===== src/rtl/weight_fifo_row_reader_if.sv =====
// weight_fifo_row_reader_if: write, load-request and row-stream signals of the weight row reader
interface weight_fifo_row_reader_if #(
  parameter int WEIGHT_BW   = 8,
  parameter int NUM_PE_ROWS = 8,
  parameter int MATRIX_SIZE = 8,
  parameter int FIFO_DEPTH  = 4
);
  localparam int RW = WEIGHT_BW * MATRIX_SIZE;
  localparam int MW = RW * NUM_PE_ROWS;
  localparam int CW = $clog2(FIFO_DEPTH + 1);
  localparam int IW = NUM_PE_ROWS > 1 ? $clog2(NUM_PE_ROWS) : 1;
  logic          fifo_wr_en;
  logic [MW-1:0] fifo_data_in;
  logic          fifo_full;
  logic          fifo_empty;
  logic [CW-1:0] fifo_count;
  logic          wr_overflow;
  logic          load_req;
  logic          load_busy;
  logic [RW-1:0] weight_row_out;
  logic          weight_row_valid;
  logic [IW-1:0] weight_row_idx;
  logic          load_done;
  modport master (
    output fifo_wr_en, fifo_data_in, load_req,
    input  fifo_full, fifo_empty, fifo_count, wr_overflow, load_busy,
           weight_row_out, weight_row_valid, weight_row_idx, load_done
  );
  modport slave (
    input  fifo_wr_en, fifo_data_in, load_req,
    output fifo_full, fifo_empty, fifo_count, wr_overflow, load_busy,
           weight_row_out, weight_row_valid, weight_row_idx, load_done
  );
endinterface


===== src/rtl/weight_fifo_row_reader.sv =====
// weight_fifo_row_reader: matrix FIFO that streams the head matrix out as row slices, last row first
module weight_fifo_row_reader #(
  parameter int WEIGHT_BW   = 8,
  parameter int NUM_PE_ROWS = 8,
  parameter int MATRIX_SIZE = 8,
  parameter int FIFO_DEPTH  = 4
) (
  input logic clk,
  input logic rst_n,
  weight_fifo_row_reader_if.slave bus
);
  localparam int RW = WEIGHT_BW * MATRIX_SIZE;
  localparam int MW = RW * NUM_PE_ROWS;
  localparam int PW = $clog2(FIFO_DEPTH);
  localparam int CW = $clog2(FIFO_DEPTH + 1);
  localparam int IW = NUM_PE_ROWS > 1 ? $clog2(NUM_PE_ROWS) : 1;
  typedef enum logic {IDLE, LOAD} state_t;
  state_t        state;
  logic [MW-1:0] mem [FIFO_DEPTH];
  logic [PW-1:0] wr_ptr, rd_ptr;
  logic [IW-1:0] cnt;
  logic          push, pop, start, busy;
  logic [CW-1:0] count_nx;
  logic [MW-1:0] head;
  always_comb begin
    push     = bus.fifo_wr_en && !bus.fifo_full;
    pop      = bus.load_done;
    start    = state == IDLE && bus.load_req && bus.fifo_count > CW'(pop);
    count_nx = bus.fifo_count + CW'(push) - CW'(pop);
    head     = mem[rd_ptr];
    busy     = state == LOAD;
  end
  always_ff @(posedge clk)
    if (push) mem[wr_ptr] <= bus.fifo_data_in;
  always_ff @(posedge clk) begin
    if (!rst_n) begin
      state                <= IDLE;
      wr_ptr               <= '0;
      rd_ptr               <= '0;
      cnt                  <= '0;
      bus.fifo_count       <= '0;
      bus.fifo_full        <= 1'b0;
      bus.fifo_empty       <= 1'b1;
      bus.wr_overflow      <= 1'b0;
      bus.load_busy        <= 1'b0;
      bus.weight_row_out   <= '0;
      bus.weight_row_valid <= 1'b0;
      bus.weight_row_idx   <= '0;
      bus.load_done        <= 1'b0;
    end else begin
      wr_ptr               <= push ? wr_ptr + PW'(1) : wr_ptr;
      rd_ptr               <= pop ? rd_ptr + PW'(1) : rd_ptr;
      bus.fifo_count       <= count_nx;
      bus.fifo_full        <= count_nx == CW'(FIFO_DEPTH);
      bus.fifo_empty       <= count_nx == '0;
      bus.wr_overflow      <= bus.fifo_wr_en && bus.fifo_full;
      state                <= busy ? (cnt == '0 ? IDLE : LOAD) : (start ? LOAD : IDLE);
      cnt                  <= busy ? cnt - IW'(1) : IW'(NUM_PE_ROWS - 1);
      bus.load_busy        <= busy;
      bus.weight_row_valid <= busy;
      bus.weight_row_out   <= busy ? head[int'(cnt)*RW +: RW] : '0;
      bus.weight_row_idx   <= busy ? cnt : '0;
      bus.load_done        <= busy && cnt == '0;
    end
  end
endmodule


===== src/flat_wrapper.sv =====
// flat-port wrapper written by rule: the top's interface ports become plain ports
module weight_fifo_row_reader_flat 
#(
  parameter int WEIGHT_BW   = 8,
  parameter int NUM_PE_ROWS = 8,
  parameter int MATRIX_SIZE = 8,
  parameter int FIFO_DEPTH  = 4
)
  (clk, rst_n, bus_fifo_wr_en, bus_fifo_data_in, bus_load_req, bus_fifo_full, bus_fifo_empty, bus_fifo_count, bus_wr_overflow, bus_load_busy, bus_weight_row_out, bus_weight_row_valid, bus_weight_row_idx, bus_load_done);
  weight_fifo_row_reader_if #(.WEIGHT_BW(WEIGHT_BW), .NUM_PE_ROWS(NUM_PE_ROWS), .MATRIX_SIZE(MATRIX_SIZE), .FIFO_DEPTH(FIFO_DEPTH)) bus_i ();
  input logic clk;
  input logic rst_n;
  input wire logic [$bits(bus_i.fifo_wr_en)-1:0] bus_fifo_wr_en;
  input wire logic [$bits(bus_i.fifo_data_in)-1:0] bus_fifo_data_in;
  input wire logic [$bits(bus_i.load_req)-1:0] bus_load_req;
  output wire logic [$bits(bus_i.fifo_full)-1:0] bus_fifo_full;
  output wire logic [$bits(bus_i.fifo_empty)-1:0] bus_fifo_empty;
  output wire logic [$bits(bus_i.fifo_count)-1:0] bus_fifo_count;
  output wire logic [$bits(bus_i.wr_overflow)-1:0] bus_wr_overflow;
  output wire logic [$bits(bus_i.load_busy)-1:0] bus_load_busy;
  output wire logic [$bits(bus_i.weight_row_out)-1:0] bus_weight_row_out;
  output wire logic [$bits(bus_i.weight_row_valid)-1:0] bus_weight_row_valid;
  output wire logic [$bits(bus_i.weight_row_idx)-1:0] bus_weight_row_idx;
  output wire logic [$bits(bus_i.load_done)-1:0] bus_load_done;
  assign bus_i.fifo_wr_en = bus_fifo_wr_en;
  assign bus_i.fifo_data_in = bus_fifo_data_in;
  assign bus_i.load_req = bus_load_req;
  assign bus_fifo_full = bus_i.fifo_full;
  assign bus_fifo_empty = bus_i.fifo_empty;
  assign bus_fifo_count = bus_i.fifo_count;
  assign bus_wr_overflow = bus_i.wr_overflow;
  assign bus_load_busy = bus_i.load_busy;
  assign bus_weight_row_out = bus_i.weight_row_out;
  assign bus_weight_row_valid = bus_i.weight_row_valid;
  assign bus_weight_row_idx = bus_i.weight_row_idx;
  assign bus_load_done = bus_i.load_done;
  weight_fifo_row_reader #(.WEIGHT_BW(WEIGHT_BW), .NUM_PE_ROWS(NUM_PE_ROWS), .MATRIX_SIZE(MATRIX_SIZE), .FIFO_DEPTH(FIFO_DEPTH)) u_core (.clk(clk), .rst_n(rst_n), .bus(bus_i));
endmodule

===== config.mk =====
export PLATFORM = sky130hd
export DESIGN_NAME = weight_fifo_row_reader_flat
export DESIGN_NICKNAME = d
export VERILOG_FILES = /design/src/rtl/weight_fifo_row_reader_if.sv /design/src/rtl/weight_fifo_row_reader.sv /design/src/flat_wrapper.sv
export SDC_FILE = /design/constraint.sdc
export NUM_CORES = 2
export LEC_CHECK = 0
export CORE_ASPECT_RATIO = 1.5
export CORE_UTILIZATION = 58
export CTS_CLUSTER_SIZE = 20
export DETAILED_ROUTE_END_ITERATION = 10
export GPL_TIMING_DRIVEN = 0
export PLACE_DENSITY = 0.79
export SLEW_MARGIN = 25
export SYNTH_ARGS = -nofsm -noshare
export SYNTH_HDL_FRONTEND = slang
export SYNTH_SLANG_ARGS = --single-unit

===== constraint.sdc =====
create_clock -name clk -period 20.4 [get_ports clk]
set_input_delay 4.08 -clock clk [delete_from_list [all_inputs] [get_ports clk]]
set_output_delay 4.08 -clock clk [all_outputs]
set_load 0.05 [all_outputs]

==> results.yml <==
finish:
  nNetsFinal: 4737
  multi_input_area_um2: 14800
  final_layout_size_suffix_gt1_share_pct: 21.0
  ff_latch_area_um2: 63200
  areaGrowthSynthToFinish_pct: 19.9
  fillers: 7755
cts:
  cts.sinks: 2133
  cts_tree: "built"
  clk_latency_ps: 850
  cts-hold-fix-buffers: 0
  cts-root-buf: "clkbuf_16"
  cts_resized: 0
  cts_max_path_buffers: 3
  cts_setup_buffers: 0
  cts_made_buffers: 184
  clkTransAtPathRegs_ps: 70
  htree_levels: 4
floorplanning:
  start_util_pct: 58.5
  pin_count: 592
  num_rows: 165
  die_area_um2: 138000
  fp.coreArea_um2: 135000
  die_h_um: 454
  die_x_um: 303
logic_synthesis:
  synth_top_area_share_pct: 78.0
  synth_commonest_cells: "edfxtp_1 (2048), mux4_2 (452), a22oi_1 (216)"
  ys_warn_count: 0
  syn_area_um2: 78900
  syn_inst: 3380
  synth.avg_cell_area_um2: 23.3
  synth-edff-count: 2048
  yosysTopAreaCell: "edfxtp_1"
  yosys.cell_types.count: 45
  yosysMostFrequentCell: "edfxtp_1"
  yosys-top-cells-area: "edfxtp_1 (78%), mux4_2 (13%), dfxtp_1 (2.2%), a22oi_1 (2.1%), mux2i_1 (0.98%)"
  syn_nets: 3906
  synth_flop_cell: "edfxtp_1"
  ys_seq_area_share_pct: 80.1
  ys_seq_elements: 2133
  synth-async-reset-ratio_pct: 0
drt:
  dr.pass1.iters: 5
  drc: 0
  detail-route-antenna-nets: 0
  drtIter0Drc: 5243
  routed_wl_um: 214000
  via_per_inst: 6.53
  vias: 40400
  wl_per_cell_um: 34.6
worst_setup_path:
  path_class: "primary input to register"
  crit_required_ps: 20900
  reg2reg_depth: 6
  r2r_slack_ps: 16760
  crit_path_end_kind: "register"
  critPathArrivalTime_ps: 7360
  crit-reg2reg-launch: "u_core.cnt[1]"
  reg2reg_to: "u_core.bus.weight_row_out[61]"
  cp_max_fo: 41
  crit_path_start_kind: "primary input"
global_routing:
  grt_pass1_vias: 41400
  grt_pass1_wl_um: 296000
  grt_use_total_pct: 31.4
  overflow: 0
  antenna_found_initial: 120
  grt_max_degree: 45
pwr:
  leakagePower_uw: 0.0294
  power_uw: 9990
  irDropWorstVdd_uv: 103
  powerDensity_nw_per_um2: 106
hold_path:
  worstHoldPathType: "register to register"
  hold_start: "u_core.bus.fifo_full"
  min_to: "u_core.bus.wr_overflow"
  hold-path-cell-count: 1
sta:
  report.final.hold_viol_count: 0
  final_max_slew_viol_count: 0
  fin_crit_sh_pct: 33.6
  fmax_ghz: 0.146
  tightestPinTransition_ps: 1090
  rsz0062_at_grt: "false"
  final.setup.tns_ps: 0
  relSlewSlack_pct: 27.3
  finClkSkew_ps: 34.9
  period_needed_ps: 6850
  setup_viol: 0
place:
  gp_congestion: 0.809
  io_buffer_count: 590
  hpwl_um: 144000
run:
  drv_cap: 0
outcome:
  status: "finished clean"
==> report_power, final <==
part           total (uW)  internal [uW]  switching [uW]
clock                3490           1930            1560
sequential           5410           5300             112
combinational        1090            452             640
==> layout by cell type (no fill, tap or decap), types with 9 or more instances in the layout <==
| cell type | netlist | final |
|---|---|---|
| clkbuf_8 | 0 | 15 |
| or3_1 | 15 | 15 |
| nor2_1 | 23 | 23 |
| clkbuf_16 | 0 | 189 |
| inv_1 | 9 | 9 |
| nand2_1 | 9 | 9 |
| mux2i_1 | 77 | 77 |
| clkbuf_2 | 0 | 19 |
| a32oi_1 | 12 | 12 |
| clkbuf_1 | 91 | 122 |
| nand3_1 | 9 | 9 |
| ha_1 | 9 | 9 |
| nand4_1 | 63 | 63 |
| clkinv_1 | 1 | 32 |
| clkinv_2 | 0 | 23 |
| buf_1 | 17 | 15 |
| buf_2 | 59 | 61 |
| mux2_2 | 41 | 41 |
| buf_12 | 0 | 15 |
| and2_1 | 18 | 14 |
| a22oi_1 | 216 | 216 |
| dfxtp_1 | 85 | 85 |
| bufinv_16 | 0 | 13 |
| diode_2 | 0 | 65 |
| o211ai_1 | 37 | 37 |
| mux4_2 | 452 | 452 |
| buf_16 | 0 | 39 |
| o22ai_1 | 20 | 20 |
| clkdlybuf4s50_1 | 0 | 590 |
| buf_4 | 14 | 14 |
| edfxtp_1 | 2048 | 2048 |
==> how the worst max path moves through the flow <==
stage                    from                 end  slack (ps)  cells after the start
6_report       bus_fifo_wr_en  u_core.mem[1][178]       13550                     10
5_1_grt        bus_fifo_wr_en  u_core.mem[1][178]       13440                     10
4_1_cts        bus_fifo_wr_en  u_core.mem[1][306]       13570                     10
3_5_place_dp   bus_fifo_wr_en  u_core.mem[1][175]       12650                     10
3_3_place_gp   bus_fifo_wr_en  u_core.mem[2][176]       -6570                      4
2_1_floorplan  bus_fifo_wr_en    u_core.mem[0][0]        3430                      3
==> cell families after synthesis <==
kind of cell,count (synthesis),share of synthesized area (%)
muxes,570,14.5
DFF,2133,80.1
and+or+nand+nor,163,1.18
adders and majority gates,10,0.168
AOI/OAI and AO/OA,301,2.85
buffers and inverters,198,1.16
xor gates and xnor gates,5,0.0555
==> state kept, by name, summed over array words and instances, names as in the netlist, named ones only <==
register / flops
u_core.rd_ptr: 2
u_core.bus.fifo_empty: 1
u_core.busy: 1
u_core.mem: 2048
u_core.bus.fifo_full: 1
u_core.bus.wr_overflow: 1
u_core.wr_ptr: 2
u_core.bus.weight_row_idx: 3
u_core.bus.load_done: 1
u_core.bus.load_busy: 1
u_core.bus.fifo_count: 3
u_core.cnt: 3
u_core.bus.weight_row_out: 64
==> worst max-delay path: stages <==
cell             delay (ps)
clkdlybuf4s50_1         510
nor2b_1                 150
clkbuf_1                350
and2_4                  480
buf_16                  290
buf_16                  270
buf_12                  270
buf_12                  230
buf_16                  280
buf_16                  270
==> area by class of cell <==
class / count / share of cell area [%]
inverters: 10 / 0.0397
multi-input cells: 1049 / 15.6
flip-flops and latches: 2133 / 66.8
diodes: 65 / 0.172
clock inverters: 88 / 0.950
well taps: 1753 / 2.32
repair buffers: 645 / 7.71
clock buffers: 254 / 5.42
plain buffers: 188 / 0.955
==> metal layers <==
metal / global-route usage [%] / routed length, um / up-vias
li1: - / - / 16300
met1: 38.6 / 74200 / 21200
met2: 51.7 / 108000 / 2320
met3: 8.94 / 21300 / 478
met4: 14.4 / 9320 / 122
met5: 0 / 791 / -
==> per-stage QoR <==
stage               cells  utilization, %  hold slack (ps)  setup WS [ps]  instance area (um2)
floorplan            3380               -              512           3430                78900
global placement     5723            64.5              497          -6570                87000
detailed placement   5778            65.6              495          12650                88400
CTS                  6120            70.0              523          13570                94400
global route         6161            70.1              555          13440                94500
finish               6185            70.2              520          13550                94600
(Power assumes the default switching activity.)
